[src/rtl/instr_fetch_responder_if.sv]
// Fetch-side bundle for instr_fetch_responder.
//   flush                          - discard any in-flight fetch
//   req_valid/req_addr/req_ready   - fetch request from the PC side
//   mem_rd_en/mem_rd_addr          - ROM read strobe and word index
//   mem_rd_data                    - ROM data, one cycle after mem_rd_en
//   rsp_valid/rsp_ready            - response handshake
//   rsp_instr/rsp_fault/rsp_fault_code - response payload
//   fetch_count                    - completed responses, wraps mod 2^32
// The slave modport is the responder's view; master is the driver/ROM side.
interface instr_fetch_responder_if #(
  parameter int AW = 10
);
  logic          flush;
  logic          req_valid;
  logic [31:0]   req_addr;
  logic          req_ready;
  logic          mem_rd_en;
  logic [AW-1:0] mem_rd_addr;
  logic [31:0]   mem_rd_data;
  logic          rsp_valid;
  logic          rsp_ready;
  logic [31:0]   rsp_instr;
  logic          rsp_fault;
  logic [1:0]    rsp_fault_code;
  logic [31:0]   fetch_count;

  modport slave (
    input  flush, req_valid, req_addr, mem_rd_data, rsp_ready,
    output req_ready, mem_rd_en, mem_rd_addr, rsp_valid, rsp_instr,
           rsp_fault, rsp_fault_code, fetch_count
  );

  modport master (
    output flush, req_valid, req_addr, mem_rd_data, rsp_ready,
    input  req_ready, mem_rd_en, mem_rd_addr, rsp_valid, rsp_instr,
           rsp_fault, rsp_fault_code, fetch_count
  );
endinterface

[src/rtl/instr_fetch_responder.sv]
// Instruction fetch responder: accepts one fetch at a time, checks the byte
// address for alignment and range, reads the backing ROM (one-cycle latency)
// and returns the word or a fault response.
// Ports:
//   clk  - single clock, rising edge
//   rst  - synchronous active-high reset
//   bus  - instr_fetch_responder_if.slave (request, ROM, response, counter)
module instr_fetch_responder #(
  parameter logic [31:0] BASE_ADDR   = 32'h01000000,
  parameter int          DEPTH_WORDS = 1024,
  localparam int         AW          = $clog2(DEPTH_WORDS)
) (
  input  logic                    clk,
  input  logic                    rst,
  instr_fetch_responder_if.slave  bus
);

  typedef enum logic [1:0] {
    IDLE = 2'd0,
    READ = 2'd1,
    RESP = 2'd2
  } state_t;

  // Range arithmetic is done on 33 bits so address - base never wraps.
  localparam logic [32:0] BASE_EXT  = {1'b0, BASE_ADDR};
  localparam logic [32:0] LIMIT_EXT = 33'(DEPTH_WORDS) * 33'd4;

  state_t      state_reg;
  logic        rsp_valid_reg;
  logic [31:0] rsp_instr_reg;
  logic        rsp_fault_reg;
  logic [1:0]  rsp_fault_code_reg;
  logic [31:0] fetch_count_reg;

  logic [32:0] offset;
  logic        below_base;
  logic [1:0]  fault_code_next;
  logic        req_ready_int;
  logic        accept;

  assign offset     = {1'b0, bus.req_addr} - BASE_EXT;
  assign below_base = ({1'b0, bus.req_addr} < BASE_EXT);

  // Misalignment outranks the range check.
  always_comb begin
    fault_code_next = 2'b00;
    if (bus.req_addr[1:0] != 2'b00) begin
      fault_code_next = 2'b01;
    end else if (below_base || (offset >= LIMIT_EXT)) begin
      fault_code_next = 2'b10;
    end
  end

  assign req_ready_int = (state_reg == IDLE) && !bus.flush && !rst;
  assign accept        = bus.req_valid && req_ready_int;

  assign bus.req_ready   = req_ready_int;
  // The ROM read is launched in the acceptance cycle itself so the data
  // lands while the FSM sits in READ.
  assign bus.mem_rd_en   = accept && (fault_code_next == 2'b00);
  assign bus.mem_rd_addr = offset[AW+1:2];

  assign bus.rsp_valid      = rsp_valid_reg;
  assign bus.rsp_instr      = rsp_instr_reg;
  assign bus.rsp_fault      = rsp_fault_reg;
  assign bus.rsp_fault_code = rsp_fault_code_reg;
  assign bus.fetch_count    = fetch_count_reg;

  always_ff @(posedge clk) begin
    if (rst) begin
      state_reg          <= IDLE;
      rsp_valid_reg      <= 1'b0;
      rsp_instr_reg      <= 32'h0;
      rsp_fault_reg      <= 1'b0;
      rsp_fault_code_reg <= 2'b00;
      fetch_count_reg    <= 32'h0;
    end else begin
      case (state_reg)
        IDLE: begin
          if (accept) begin
            if (fault_code_next != 2'b00) begin
              // Faulting fetches skip the ROM entirely.
              state_reg          <= RESP;
              rsp_valid_reg      <= 1'b1;
              rsp_instr_reg      <= 32'h0;
              rsp_fault_reg      <= 1'b1;
              rsp_fault_code_reg <= fault_code_next;
            end else begin
              state_reg <= READ;
            end
          end
        end
        READ: begin
          if (bus.flush) begin
            state_reg <= IDLE;
          end else begin
            state_reg          <= RESP;
            rsp_valid_reg      <= 1'b1;
            rsp_instr_reg      <= bus.mem_rd_data;
            rsp_fault_reg      <= 1'b0;
            rsp_fault_code_reg <= 2'b00;
          end
        end
        RESP: begin
          // Flush wins over a simultaneous handshake: nothing is counted.
          if (bus.flush) begin
            state_reg     <= IDLE;
            rsp_valid_reg <= 1'b0;
          end else if (bus.rsp_ready) begin
            state_reg       <= IDLE;
            rsp_valid_reg   <= 1'b0;
            fetch_count_reg <= fetch_count_reg + 32'd1;
          end
        end
        default: begin
          state_reg     <= IDLE;
          rsp_valid_reg <= 1'b0;
        end
      endcase
    end
  end

endmodule

[src/flat_wrapper.sv]
// flat-port wrapper written by rule: the top's interface ports become plain ports
module instr_fetch_responder_flat 
#(
  parameter logic [31:0] BASE_ADDR   = 32'h01000000,
  parameter int          DEPTH_WORDS = 1024,
  localparam int         AW          = $clog2(DEPTH_WORDS)
)
  (clk, rst, bus_flush, bus_req_valid, bus_req_addr, bus_mem_rd_data, bus_rsp_ready, bus_req_ready, bus_mem_rd_en, bus_mem_rd_addr, bus_rsp_valid, bus_rsp_instr, bus_rsp_fault, bus_rsp_fault_code, bus_fetch_count);
  instr_fetch_responder_if #(.AW(10)) bus_i ();
  input  logic clk;
  input  logic rst;
  input wire logic [$bits(bus_i.flush)-1:0] bus_flush;
  input wire logic [$bits(bus_i.req_valid)-1:0] bus_req_valid;
  input wire logic [$bits(bus_i.req_addr)-1:0] bus_req_addr;
  input wire logic [$bits(bus_i.mem_rd_data)-1:0] bus_mem_rd_data;
  input wire logic [$bits(bus_i.rsp_ready)-1:0] bus_rsp_ready;
  output wire logic [$bits(bus_i.req_ready)-1:0] bus_req_ready;
  output wire logic [$bits(bus_i.mem_rd_en)-1:0] bus_mem_rd_en;
  output wire logic [$bits(bus_i.mem_rd_addr)-1:0] bus_mem_rd_addr;
  output wire logic [$bits(bus_i.rsp_valid)-1:0] bus_rsp_valid;
  output wire logic [$bits(bus_i.rsp_instr)-1:0] bus_rsp_instr;
  output wire logic [$bits(bus_i.rsp_fault)-1:0] bus_rsp_fault;
  output wire logic [$bits(bus_i.rsp_fault_code)-1:0] bus_rsp_fault_code;
  output wire logic [$bits(bus_i.fetch_count)-1:0] bus_fetch_count;
  assign bus_i.flush = bus_flush;
  assign bus_i.req_valid = bus_req_valid;
  assign bus_i.req_addr = bus_req_addr;
  assign bus_i.mem_rd_data = bus_mem_rd_data;
  assign bus_i.rsp_ready = bus_rsp_ready;
  assign bus_req_ready = bus_i.req_ready;
  assign bus_mem_rd_en = bus_i.mem_rd_en;
  assign bus_mem_rd_addr = bus_i.mem_rd_addr;
  assign bus_rsp_valid = bus_i.rsp_valid;
  assign bus_rsp_instr = bus_i.rsp_instr;
  assign bus_rsp_fault = bus_i.rsp_fault;
  assign bus_rsp_fault_code = bus_i.rsp_fault_code;
  assign bus_fetch_count = bus_i.fetch_count;
  instr_fetch_responder #(.BASE_ADDR(BASE_ADDR), .DEPTH_WORDS(DEPTH_WORDS)) u_core (.clk(clk), .rst(rst), .bus(bus_i));
endmodule
[config.mk]
export PLATFORM = sky130hd
export DESIGN_NAME = instr_fetch_responder_flat
export DESIGN_NICKNAME = d
export VERILOG_FILES = /design/src/rtl/instr_fetch_responder_if.sv /design/src/rtl/instr_fetch_responder.sv /design/src/flat_wrapper.sv
export SDC_FILE = /design/constraint.sdc
export NUM_CORES = 1
export LEC_CHECK = 0
export BUFFER_PORTS_ARGS = -buffer_cell sky130_fd_sc_hd__buf_2
export CAP_MARGIN = 5
export CELL_PAD_IN_SITES_DETAIL_PLACEMENT = 1
export CELL_PAD_IN_SITES_GLOBAL_PLACEMENT = 2
export CORE_MARGIN = 1
export CORE_UTILIZATION = 28
export DETAILED_ROUTE_END_ITERATION = 8
export GPL_ROUTABILITY_DRIVEN = 0
export PLACE_DENSITY = 0.95
export SLEW_MARGIN = 10
export SYNTH_ARGS = -nofsm -noshare
export SYNTH_HDL_FRONTEND = slang
export SYNTH_SLANG_ARGS = --single-unit
[constraint.sdc]
create_clock -name clk -period 3.1 [get_ports clk]
set_input_delay 0.155 -clock clk [delete_from_list [all_inputs] [get_ports clk]]
set_output_delay 0.155 -clock clk [all_outputs]
set_load 0.01 [all_outputs]
-- After elaboration in Yosys (flattened, before gate mapping)
Cells that the tools add are included.
- register bits: 70
- input port bits: 69
- reduce and logical (&&, ||, !) cells: 16
- bitwise operators: 1
- magnitude comparators: 2
- add/subtract/negate cells: 2
- eq/ne operators: 6
- mux-type cells: 24
- operator list (cell ; number):
    $mux W32 ; 3
    $pmux W32 S2 ; 1
    $ge A33 B13 Y1 const B ; 1
    $sub A32 B25 Y33 const B ; 1
    $add A32 B1 Y32 const B ; 1
    $lt A32 B25 Y1 const B ; 1
    $mux W2 ; 10
    $reduce_and A4 Y1 ; 2
    $mux W1 ; 6
    $pmux W2 S3 ; 1
    $reduce_bool A2 Y1 ; 3
    $logic_and A1 B1 Y1 ; 4
    $logic_not A2 Y1 ; 2
    $ne A2 B2 Y1 const B ; 2
    $pmux W2 S2 ; 1
    $ne A3 B3 Y1 const B ; 1
    $pmux W1 S3 ; 1
    $reduce_and A3 Y1 ; 1
    $eq A2 B1 Y1 const B ; 1
    $eq A2 B2 Y1 const B ; 1
    $logic_not A1 Y1 ; 2
    $ne A2 B1 Y1 const B ; 1
    $pmux W1 S2 ; 1
    $reduce_and A2 Y1 ; 1
    other kinds (2) ; 2

-- Depth between registers and ports, before layout
Gate-level depths: netlist of run 1.
- depth after elaboration: 9
- depth in mapped cells: 8
- mapped depth without buffers: 7

-- Worst setup path before layout of run 1
No wires, ideal clock.
- path type: input to register
- from: in bus_req_addr[24]
- to: reg u_core.rsp_instr_reg[22] (netlist: u_core.bus.rsp_instr[22])
- buffers on the path: 1
- cell stages on the path: 8
- library setup time: 117 ps
- slack: 1106 ps
- arrival: 1876 ps
- cells stage by stage: inv_1 -> ha_1 -> or4b_1 -> or4_4 -> nand4_2 -> o21ai_4 -> buf_6 -> a32o_1
- word-level cells in the longest chain between the ends: 8
- RTL lines (item ; RTL line ; source):
    start, declared ; flat_wrapper.sv:14 ; input wire logic [$bits(bus_i.req_addr)-1:0] bus_req_addr;
    $sub A32 B25 Y33 ; instr_fetch_responder.sv:41 ; assign offset = {1'b0, bus.req_addr} - BASE_EXT;
    $ge A33 B13 Y1 ; instr_fetch_responder.sv:49 ; end else if (below_base || (offset >= LIMIT_EXT)) begin
    $logic_or A1 B1 Y1 * ; instr_fetch_responder.sv:49 ;
    $mux W2 * ; instr_fetch_responder.sv:49 ;
    $mux W2 * ; instr_fetch_responder.sv:47 ; if (bus.req_addr[1:0] != 2'b00) begin
    $reduce_bool A2 Y1 * ; instr_fetch_responder.sv:81 ; if (fault_code_next != 2'b00) begin
    $ne A2 B2 Y1 (no source line) * ; - ;
    $reduce_and A4 Y1 (no source line) * ; - ;
    end signal, assigned ; instr_fetch_responder.sv:99 ; rsp_instr_reg <= bus.mem_rd_data;
    end, declared ; instr_fetch_responder.sv:30 ; logic [31:0] rsp_instr_reg;
Mark *: on every way between the ends. The rest lies on a longest branch, timed or not.
A chain may end at the register's enable or synchronous reset.

-- Worst setup path in the final report of run 1
- from: in bus_req_addr[24]
- to: reg u_core.rsp_instr_reg[20] (netlist: u_core.bus.rsp_instr[20])
The elaborated chain is that of the path after synthesis.

==> flow_metrics.py, run 1 <==
metrics = {
    "worst_setup_path": {
        "worstPathCellList": "buf_2 > inv_1 > ha_1 > or4b_1 > o21ai_0 > nand4_2 > o21ai_4 > buf_4 > a32o_1",
        "cp.buffers_inverters": 3,
        "ff2ff_path_depth": 6,
        "crit_path_end_kind": "flop",
        "startpoint_type": "input port",
        "critical_path.slowest_cell": "or4b_1",
        "r2r_start": "u_core.state_reg[1]",
        "setup.worst_path.class": "in2reg",
        "cp.required_ns": 3.37,
        "max_stage_delay_ns": 0.47,
        "crit_path_max_fanout": 25,
        "cp_top_family": "compound AO/OA/AOI/OAI gates",
        "startpoint": "bus_req_addr[24]",
        "r2r_setup_slack_ns": 0.99,
        "reg2reg_to": "u_core.bus.fetch_count[31]",
        "crit_end": "u_core.bus.rsp_instr[20]",
        "cp_data_arrival_time_ns": 2.40,
        "worst-path-stages": 9,
    },
    "drt": {
        "wl_um": 8011,
        "ant_nets": 0,
        "via_per_inst": 4.940,
        "drtIter0Drc": 73,
        "vias": 2796,
        "routedWlPerCell_um": 14.15,
        "drt_pre_antenna_iters": 4,
        "drc": 0,
    },
    "floorplanning": {
        "core_mm2": 0.01028,
        "fp-row-count": 37,
        "num_io_pins": 149,
        "die_width_um": 104.9,
        "start_util": 0.2885,
        "dieArea_mm2": 0.01101,
        "die_y_um": 104.9,
    },
    "layout": {
        "final_util": 0.3780,
        "fill_cells": 1260,
        "fin_cells": 566,
        "area_growth_pct": 31.01,
        "drive_gt1_frac": 0.3605,
        "antenna_cells": 0,
        "nNetsFinal": 496,
    },
    "global_route": {
        "grt_pass1_vias": 2781,
        "use_met3": 0.05614,
        "antenna_found_initial": 0,
        "grt_use_total": 0.1477,
        "overflow": 0,
        "use_met1": 0.1701,
        "grt_busiest_layer": "met2",
        "grt_max_degree": 42,
        "met2_usage": 0.2498,
        "grt_pass1_wl_um": 13110,
    },
    "synthesis": {
        "synth-edff-count": 0,
        "syn-cell-area_mm2": 0.002965,
        "syn_avg_cell_area_um2": 9.754,
        "ys_seq_area_frac": 0.4726,
        "syn-num-nets": 375,
        "synth-main-ff-cell": "dfxtp_1",
        "synth_seq_cells": 70,
        "ys_types": 40,
        "synth-async-reset-ratio": 0,
        "synth_warnings": 0,
        "syn-instance-count": 304,
    },
    "worst_hold_path": {
        "holdCritPathClass": "in2reg",
    },
    "sta": {
        "slew_headroom": 0.4841,
        "skew_ns": 0.01185,
        "hold_viol": 0,
        "rsz0062_at_grt": "false",
        "fin_crit_sh": 0.6844,
        "fmax_ghz": 0.4713,
        "worst_pin_slew_ns": 0.7739,
        "period_needed_ns": 2.122,
        "setup_viol": 0,
        "finalMaxSlewViolations": 0,
        "tns_ns": 0,
    },
    "cts": {
        "cts_buffers": 9,
        "clkTransAtPathRegs_ns": 0.08,
        "cts_setup_buffers": 0,
        "clk_latency_ns": 0.34,
        "cts_buffer_depth": 2,
        "cts_tree": "done",
        "cts_sinks": 70,
        "clockRootBuffer": "clkbuf_8",
        "htreeDepth": 3,
    },
    "power": {
        "powerDensity_mw_per_mm2": 435.7,
        "peakVddDrop_uv": 275.1,
        "leakagePower_nw": 1.714,
    },
    "place": {
        "placedCellCount": 545,
        "portBuffers": 128,
        "hpwl_um": 5646,
    },
    "run_status": {
        "status": "finished, final reports clean",
    },
    "run": {
        "cap_violations": 0,
    },
}
==> power breakdown <==
part | leakage (nW) | total (W) | internal (W) | switching [W]
Clock | 0.0913 | 0.000688 | 0.000333 | 0.000355
Sequential | 0.564 | 0.000905 | 0.000902 | 0.00000273
Combinational | 1.06 | 0.0000995 | 0.0000466 | 0.0000529
==> synthesized netlist by cell type, drive strengths merged (2+ instances only) <==
cell type / n / area [um2]
nand2: 13 / 48.80
nand3: 12 / 60.06
xor2: 21 / 183.9
ha: 2 / 25.02
nor3: 7 / 35.03
xnor2: 6 / 52.55
or4: 2 / 18.77
nor2b: 2 / 12.51
nor4b: 3 / 26.28
nor2: 36 / 135.1
clkbuf: 11 / 41.29
a21oi: 7 / 35.03
a32o: 32 / 320.3
and4: 4 / 35.03
inv: 5 / 18.77
o21ai: 9 / 56.31
nor4: 3 / 18.77
mux2i: 4 / 40.04
dfxtp: 70 / 1401
and3: 5 / 31.28
or3: 6 / 37.54
buf: 17 / 127.6
nand4: 16 / 106.4
==> how the worst min path moves through the flow <==
stage	start	endpoint	slack, ns	cells past startpoint
3_5_place_dp	bus_req_addr[5]	bus_mem_rd_addr[3]	0.31	0
4_1_cts	bus_mem_rd_data[11]	u_core.bus.rsp_instr[11]	0.0001	2
2_1_floorplan	bus_mem_rd_data[0]	u_core.bus.rsp_instr[0]	0.28	1
6_report	bus_mem_rd_data[11]	u_core.bus.rsp_instr[11]	0.02	2
3_3_place_gp	bus_req_addr[5]	bus_mem_rd_addr[3]	0.31	0
5_1_grt	bus_mem_rd_data[16]	u_core.bus.rsp_instr[16]	0.003	2
==> per-stage QoR <==
step	area, um2	power, W	worst slack (ns)	hold WS, ns
final	3885	0.001693	0.9782	0.01562
after floorplan	2965	0.0009807	1.106	0.2808
after global placement	3650	0.001019	0.7414	0.3101
after detailed placement	3650	0.001021	0.6108	0.3101
after CTS	3855	0.001711	0.9609	0.0001033
after global routing	3885	0.001763	0.7801	0.002571
==> layer usage <==
layer	wire [um]	vias up
met5	0	-
met4	110	0
met3	599	11
met2	3848	93
met1	3451	1345
li1	-	1347
==> repair_timing <==
item                                    4_1_cts  5_1_grt
hold endpoints to repair                      2        3
endpoints found under the setup margin        0        0
gates resized for setup                       0        0
hold buffers                                  2        3
==> layout by cell type (no fill, tap or decap), types with 6 or more instances in the layout <==
master	Yosys	final
dfxtp_1	70	70
nand3_1	12	12
nand4_1	15	15
nor2_1	36	36
a32o_1	32	32
nand2_1	13	13
o21ai_0	8	8
xnor2_1	6	6
or3_1	6	6
a21oi_1	7	7
xor2_1	21	21
clkbuf_8	0	11
buf_2	3	128
nor3_1	7	6
==> area by class of cell <==
type | count | area, um2 | share of cell area
inverter | 6 | 22.52 | 0.005797
clock inverter | 5 | 33.78 | 0.008696
multi-input combinational | 200 | 1378 | 0.3546
tap | 136 | 170.2 | 0.04380
timing repair buffer | 138 | 728.2 | 0.1874
sequential | 70 | 1401 | 0.3607
clock buffer | 11 | 151.4 | 0.03897
==> logic make-up after synthesis <==
kind of cell,after synthesis,share of synthesized area
AO/OA/AOI/OAI,52,0.1527
buffers and inverters,34,0.06455
flip-flops,70,0.4726
AND/OR/NAND/NOR,114,0.2046
adder cells (fa/ha/maj),2,0.008437
multiplexers,5,0.01730
XOR/XNOR,27,0.07975
==> worst reg2reg max path, stage by stage (launching register included) <==
cell	delay, ns
dfxtp_1	0.47
nor4bb_1	0.24
buf_4	0.21
and4_1	0.50
nand3_1	0.15
or3_1	0.32
a21oi_1	0.14
Power figures use the tool's default switching activity.
==> run 2: changes to the inputs <==
Settings changed: CORE_UTILIZATION 28 to 23, PLACE_DENSITY 0.95 to 0.86.
Clock period 3.1 ns to 1.83 ns, I/O delays scaled along.
==> run 2 against run 1 <==
  * Die area rose by 21%
  * Clock power rose to 3.0 times the previous value
  * Clock skew fell by 0.0068 ns
  * Cell count rose by 16%
  * Largest cell class is now multi-input combinational cells
==> flow_metrics.py, run 2 (same netlist as run 1, synthesis figures left out) <==
metrics = {
    "run_status": {
        "status": "finished, final reports clean",
    },
    "run": {
        "cap_violations": 0,
    },
    "layout": {
        "drive_gt1_frac": 0.3983,
        "seq_area_mm2": 0.001403,
        "mostFrequentLayoutCells": "buf_2 (126), dfxtp_1 (69), nor2_1 (36)",
        "layout_commonest_cell": "buf_2",
        "final_util": 0.3722,
        "nNetsFinal": 548,
        "area_growth_pct": 58.40,
        "fin_area_mm2": 0.004697,
        "fin_cells": 654,
        "antenna_cells": 0,
        "fill_cells": 1466,
        "multi_input_area_mm2": 0.001445,
    },
    "drt": {
        "via_per_inst": 4.656,
        "routedWlPerCell_um": 15.28,
        "vias": 3045,
        "drt_pre_antenna_iters": 4,
        "drtIter0Drc": 86,
        "wl_um": 9990,
        "drc": 0,
        "ant_nets": 0,
    },
    "sta": {
        "rsz0062_at_grt": "true",
        "tns_ns": 0,
        "fmax_ghz": 0.5479,
        "finalMaxSlewViolations": 0,
        "setup_viol": 0,
        "period_needed_ns": 1.825,
        "skew_ns": 0.005017,
        "fin_crit_sh": 0.9973,
        "hold_viol": 0,
        "slew_headroom": 0.7082,
        "worst_pin_slew_ns": 0.4377,
    },
    "floorplanning": {
        "fp-row-count": 41,
        "num_io_pins": 149,
        "die_y_um": 115.5,
        "dieArea_mm2": 0.01335,
        "die_width_um": 115.5,
        "core_mm2": 0.01262,
        "start_util": 0.2350,
    },
    "worst_setup_path": {
        "setup.worst_path.class": "in2out",
        "cp.buffers_inverters": 4,
        "startpoint_type": "input port",
        "cp_data_arrival_time_ns": 1.73,
        "cp_top_family": "simple AND/OR/NAND/NOR gates",
        "critical_path.slowest_cell": "or4_4",
        "max_stage_delay_ns": 0.52,
        "crit_path_end_kind": "output port",
        "worstPathCellList": "buf_12 > inv_12 > ha_4 > or4b_4 > or4_4 > nand4_4 > buf_6 > nor3_2 > buf_2",
        "r2r_setup_slack_ns": 0.09,
        "cp.required_ns": 1.74,
        "crit_path_max_fanout": 3,
    },
    "power": {
        "peakVddDrop_uv": 501.5,
        "leakagePower_nw": 2.052,
        "powerDensity_mw_per_mm2": 828.6,
        "total_power_w": 0.003892,
    },
    "cts": {
        "cts_tree": "done",
        "clockRootBuffer": "clkbuf_16",
        "clk_latency_ns": 0.33,
        "cts_buffer_depth": 2,
        "clkTransAtPathRegs_ns": 0.06,
        "cts_sinks": 70,
        "htreeDepth": 3,
        "cts_buffers": 9,
    },
    "global_route": {
        "overflow": 0,
        "antenna_found_initial": 1,
        "grt_pass1_wl_um": 15640,
        "grt_pass1_vias": 3247,
        "grt_use_total": 0.1524,
        "grt_max_degree": 40,
    },
    "worst_hold_path": {
        "holdCritPathClass": "in2reg",
    },
    "place": {
        "portBuffers": 128,
        "placed_area_mm2": 0.003913,
        "hpwl_um": 6613,
        "placedCellCount": 601,
    },
}
-- run 2: cell count changes in the layout (fill, tap and decap cells not counted), sizes merged --
cell | previous run | this run
buf | 133 | 158
clkinv | 4 | 2
dlygate4sd3 | 5 | 32
inv | 5 | 4
bufinv | 0 | 3
-- run 2: worst paths after layout --
| check | startpoint | to | depth (start not counted) |
|---|---|---|---|
| min reg2reg | u_core.bus.rsp_fault_code[1] | u_core.bus.rsp_fault_code[1] | 2 |
| max reg2reg | u_core.bus.fetch_count[8] | u_core.bus.fetch_count[15] | 4 |
| min | bus_req_valid | u_core.state_reg[0] | 3 |
| max | bus_req_addr[25] | bus_mem_rd_en | 9 |
-- run 2: per-stage QoR --
step | hold WS, ns | worst slack, ns
after floorplan | 0.2173 | -0.07916
after global placement | 0.1831 | -0.3101
after detailed placement | 0.1831 | -0.3411
after CTS | 0.04065 | -0.004342
after global routing | 0.05863 | -0.04004
final | 0.04997 | 0.004868
-- run 2: worst min-delay path: stages --
cell and delay (ns):
buf_2 0.11, nand2_1 0.09, nor3_1 0.05
-- run 2: per-layer routing --
metal  GRT usage  wire [um]  vias up  part of all wire
li1            -          -     1458                 -
met3     0.06276        803       15             0.080
met1      0.1561       4034     1453              0.40
met5           0         17        -            0.0017
met4     0.05541        163        2             0.016
met2      0.2774       4970      117              0.50
-- run 2: cell type report --
class                   instances  area share
multi-input cells             200      0.3077
flip-flops and latches         70      0.2986
repair buffers                190      0.2632
clock buffers                  11     0.05381
well taps                     172     0.04582
clock inverters                 5     0.02238
inverters                       6    0.008524
-- run 2: timing repair --
action	4_1_cts	5_1_grt
buffers inserted	1	4
cloned	0	0
hold buffers	32	0
setup endpoints to repair	4	9
gates resized for setup	7	10
endpoints found under the hold margin	32	0
pin swaps	4	5
-- run 2: power by group --
part / internal (W) / leakage (nW) / switching [W] / total, W
registers: 0.00153 / 0.565 / 0.00000372 / 0.00153
logic: 0.000148 / 1.32 / 0.000118 / 0.000266
clock network: 0.00141 / 0.168 / 0.000686 / 0.00209
total: 0.00308 / 2.05 / 0.000808 / 0.00389
==> run 3: changes to the inputs <==
Settings changed: SETUP_SLACK_MARGIN set to 0.05.
==> run 3 against run 2 <==
  * Final area is 0.43% higher
  * Cell count grew 0.46%
  * Combinational power up 4%
  * Sequential power is essentially flat
  * Via count rose by 1.1%
  * Highest routed layer is now met4
  * Clock-buffer cell count shrank 1
  * Sequential cell count is the same
  * Routed wire length up 1.4%
  * Clock power decreased by 9%
==> flow_metrics.py, run 3 (same netlist as run 1, synthesis figures left out) <==
metrics = {
    "worst_hold_path": {
        "holdPathStages": 3,
        "hold_path.startpoint": "bus_req_valid",
        "holdCritPathClass": "in2reg",
        "min_delay_worst_endpoint": "u_core.state_reg[0]",
    },
    "run_status": {
        "status": "finished, final reports clean",
    },
    "floorplanning": {
        "die_y_um": 115.5,
        "core_mm2": 0.01262,
        "die_width_um": 115.5,
        "num_io_pins": 149,
        "fp-row-count": 41,
        "start_util": 0.2350,
        "dieArea_mm2": 0.01335,
    },
    "cts": {
        "clockRootBuffer": "clkbuf_16",
        "cts_sinks": 70,
        "cts_tree": "done",
        "cts_buffer_depth": 2,
        "htreeDepth": 3,
        "cts_buffers": 9,
        "clk_latency_ns": 0.33,
        "clkTransAtPathRegs_ns": 0.06,
    },
    "run": {
        "cap_violations": 0,
    },
    "layout": {
        "fin_cells": 657,
        "fin_area_mm2": 0.004717,
        "antenna_cells": 0,
        "nNetsFinal": 551,
        "final_util": 0.3738,
        "drive_gt1_frac": 0.4062,
        "layout_commonest_cell": "buf_2",
        "mostFrequentLayoutCells": "buf_2 (126), dfxtp_1 (70), nor2_1 (36)",
        "area_growth_pct": 59.07,
    },
    "power": {
        "pwr-share-seq": 0.412,
        "power_frac_comb": 0.074,
        "swShare": 0.2185,
        "p_switching_w": 0.0008130,
        "p_int_w": 0.002908,
        "powerDensity_mw_per_mm2": 788.8,
        "leakagePower_nw": 2.069,
        "peakVddDrop_uv": 483.4,
        "p_clk_frac": 0.513,
        "total_power_w": 0.003721,
    },
    "place": {
        "dp_worst_setup_slack_ns": -0.3540,
        "placedCellCount": 603,
        "hpwl_um": 6587,
        "portBuffers": 128,
        "placed_area_mm2": 0.003915,
    },
    "sta": {
        "hold_viol": 0,
        "setup_slack_ns": 0.02266,
        "skew_ns": 0.004671,
        "setup_viol": 0,
        "fmax_ghz": 0.5533,
        "fin_crit_sh": 0.9876,
        "period_needed_ns": 1.807,
        "rsz0062_at_grt": "true",
        "finalMaxSlewViolations": 0,
        "worst_pin_slew_ns": 0.4542,
        "slew_headroom": 0.6972,
    },
    "worst_setup_path": {
        "r2r_start": "u_core.state_reg[0]",
        "ff2ff_path_depth": 6,
        "reg2reg_to": "u_core.bus.fetch_count[31]",
        "cp_data_arrival_time_ns": 1.72,
        "cp_top_family": "simple AND/OR/NAND/NOR gates",
        "max_stage_delay_ns": 0.48,
        "setup.worst_path.class": "in2out",
        "worstPathCellList": "buf_12 > inv_12 > ha_4 > or4b_4 > or4_4 > nand4_4 > buf_6 > nor3_2 > buf_2",
        "crit_path_end_kind": "output port",
        "crit_path_max_fanout": 3,
        "cp.required_ns": 1.74,
        "critical_path.slowest_cell": "or4b_4",
        "startpoint_type": "input port",
        "r2r_setup_slack_ns": 0.14,
        "cp.buffers_inverters": 4,
    },
    "drt": {
        "drt_pre_antenna_iters": 4,
        "wl_um": 10130,
        "drc": 0,
        "drtIter0Drc": 108,
        "ant_nets": 0,
        "routedWlPerCell_um": 15.41,
        "via_per_inst": 4.688,
        "vias": 3080,
    },
    "global_route": {
        "antenna_found_initial": 0,
        "grt_use_total": 0.1551,
        "overflow": 0,
        "grt_pass1_wl_um": 16080,
        "grt_pass1_vias": 3239,
        "grt_max_degree": 40,
    },
}
run 3: layout make-up:
cell class | count | area [um2]
Multi-Input combinational cell | 200 | 1451
Timing Repair Buffer | 193 | 1285
Sequential cell | 70 | 1401
Fill cell | 1484 | 7903
Clock inverter | 6 | 85.08
Clock buffer | 10 | 239.0
Tap cell | 172 | 215.2
Inverter | 6 | 40.04
run 3: worst max path at each step:
| stage | start | to | slack (ns) | depth (start not counted) |
|---|---|---|---|---|
| finish | bus_req_addr[25] | bus_mem_rd_en | 0.02 | 9 |
| CTS | bus_req_addr[25] | bus_mem_rd_en | 0.05 | 9 |
| global route | bus_req_addr[25] | bus_mem_rd_en | -0.005 | 9 |
| detailed placement | bus_req_addr[25] | u_core.bus.rsp_instr[28] | -0.35 | 9 |
| global placement | bus_req_addr[25] | u_core.bus.rsp_instr[29] | -0.31 | 9 |
| floorplan | bus_req_addr[25] | u_core.bus.rsp_instr[22] | -0.08 | 8 |
run 3: metrics by stage:
step | TNS (ns) | hold WS, ns
2_1_floorplan | -1.982 | 0.2173
3_3_place_gp | -9.956 | 0.1831
3_5_place_dp | -11.38 | 0.1831
4_1_cts | 0 | 0.02602
5_1_grt | -0.004902 | 0.09672
6_report | 0 | 0.08671
run 3: worst reg2reg max path, delay by kind of cell, from the launching register on:
| kind | cells | cell delay [ns] |
|---|---|---|
| flops | 1 | 0.32 |
| simple gates | 4 | 0.97 |
| compound gates | 1 | 0.14 |
| buf+inv | 1 | 0.19 |
run 3: per-layer routing:
metal  GRT usage  share of wire  vias to the layer above
li1            -              -                     1469
met1      0.1735           0.41                     1459
met2      0.2651           0.49                      126
met3     0.05753          0.077                       26
met4     0.06494          0.025                        0
met5           0              0                        -
run 3: power by group through the flow:
stage	clock (W)	combinational, W	sequential, W
3_5_place_dp	0	0.000194	0.00157
5_1_grt	0.00202	0.000298	0.00153
2_1_floorplan	0	0.0000986	0.00157
6_report	0.00191	0.000276	0.00153
3_3_place_gp	0	0.000187	0.00157
4_1_cts	0.00195	0.000254	0.00153
run 3: repair_timing:
action,4_1_cts,5_1_grt
endpoints found under the hold margin,32,0
gates cloned,0,2
setup endpoints to repair,23,13
setup buffers,0,4
pin swaps,1,3
hold buffers,32,0
resized for setup,10,9
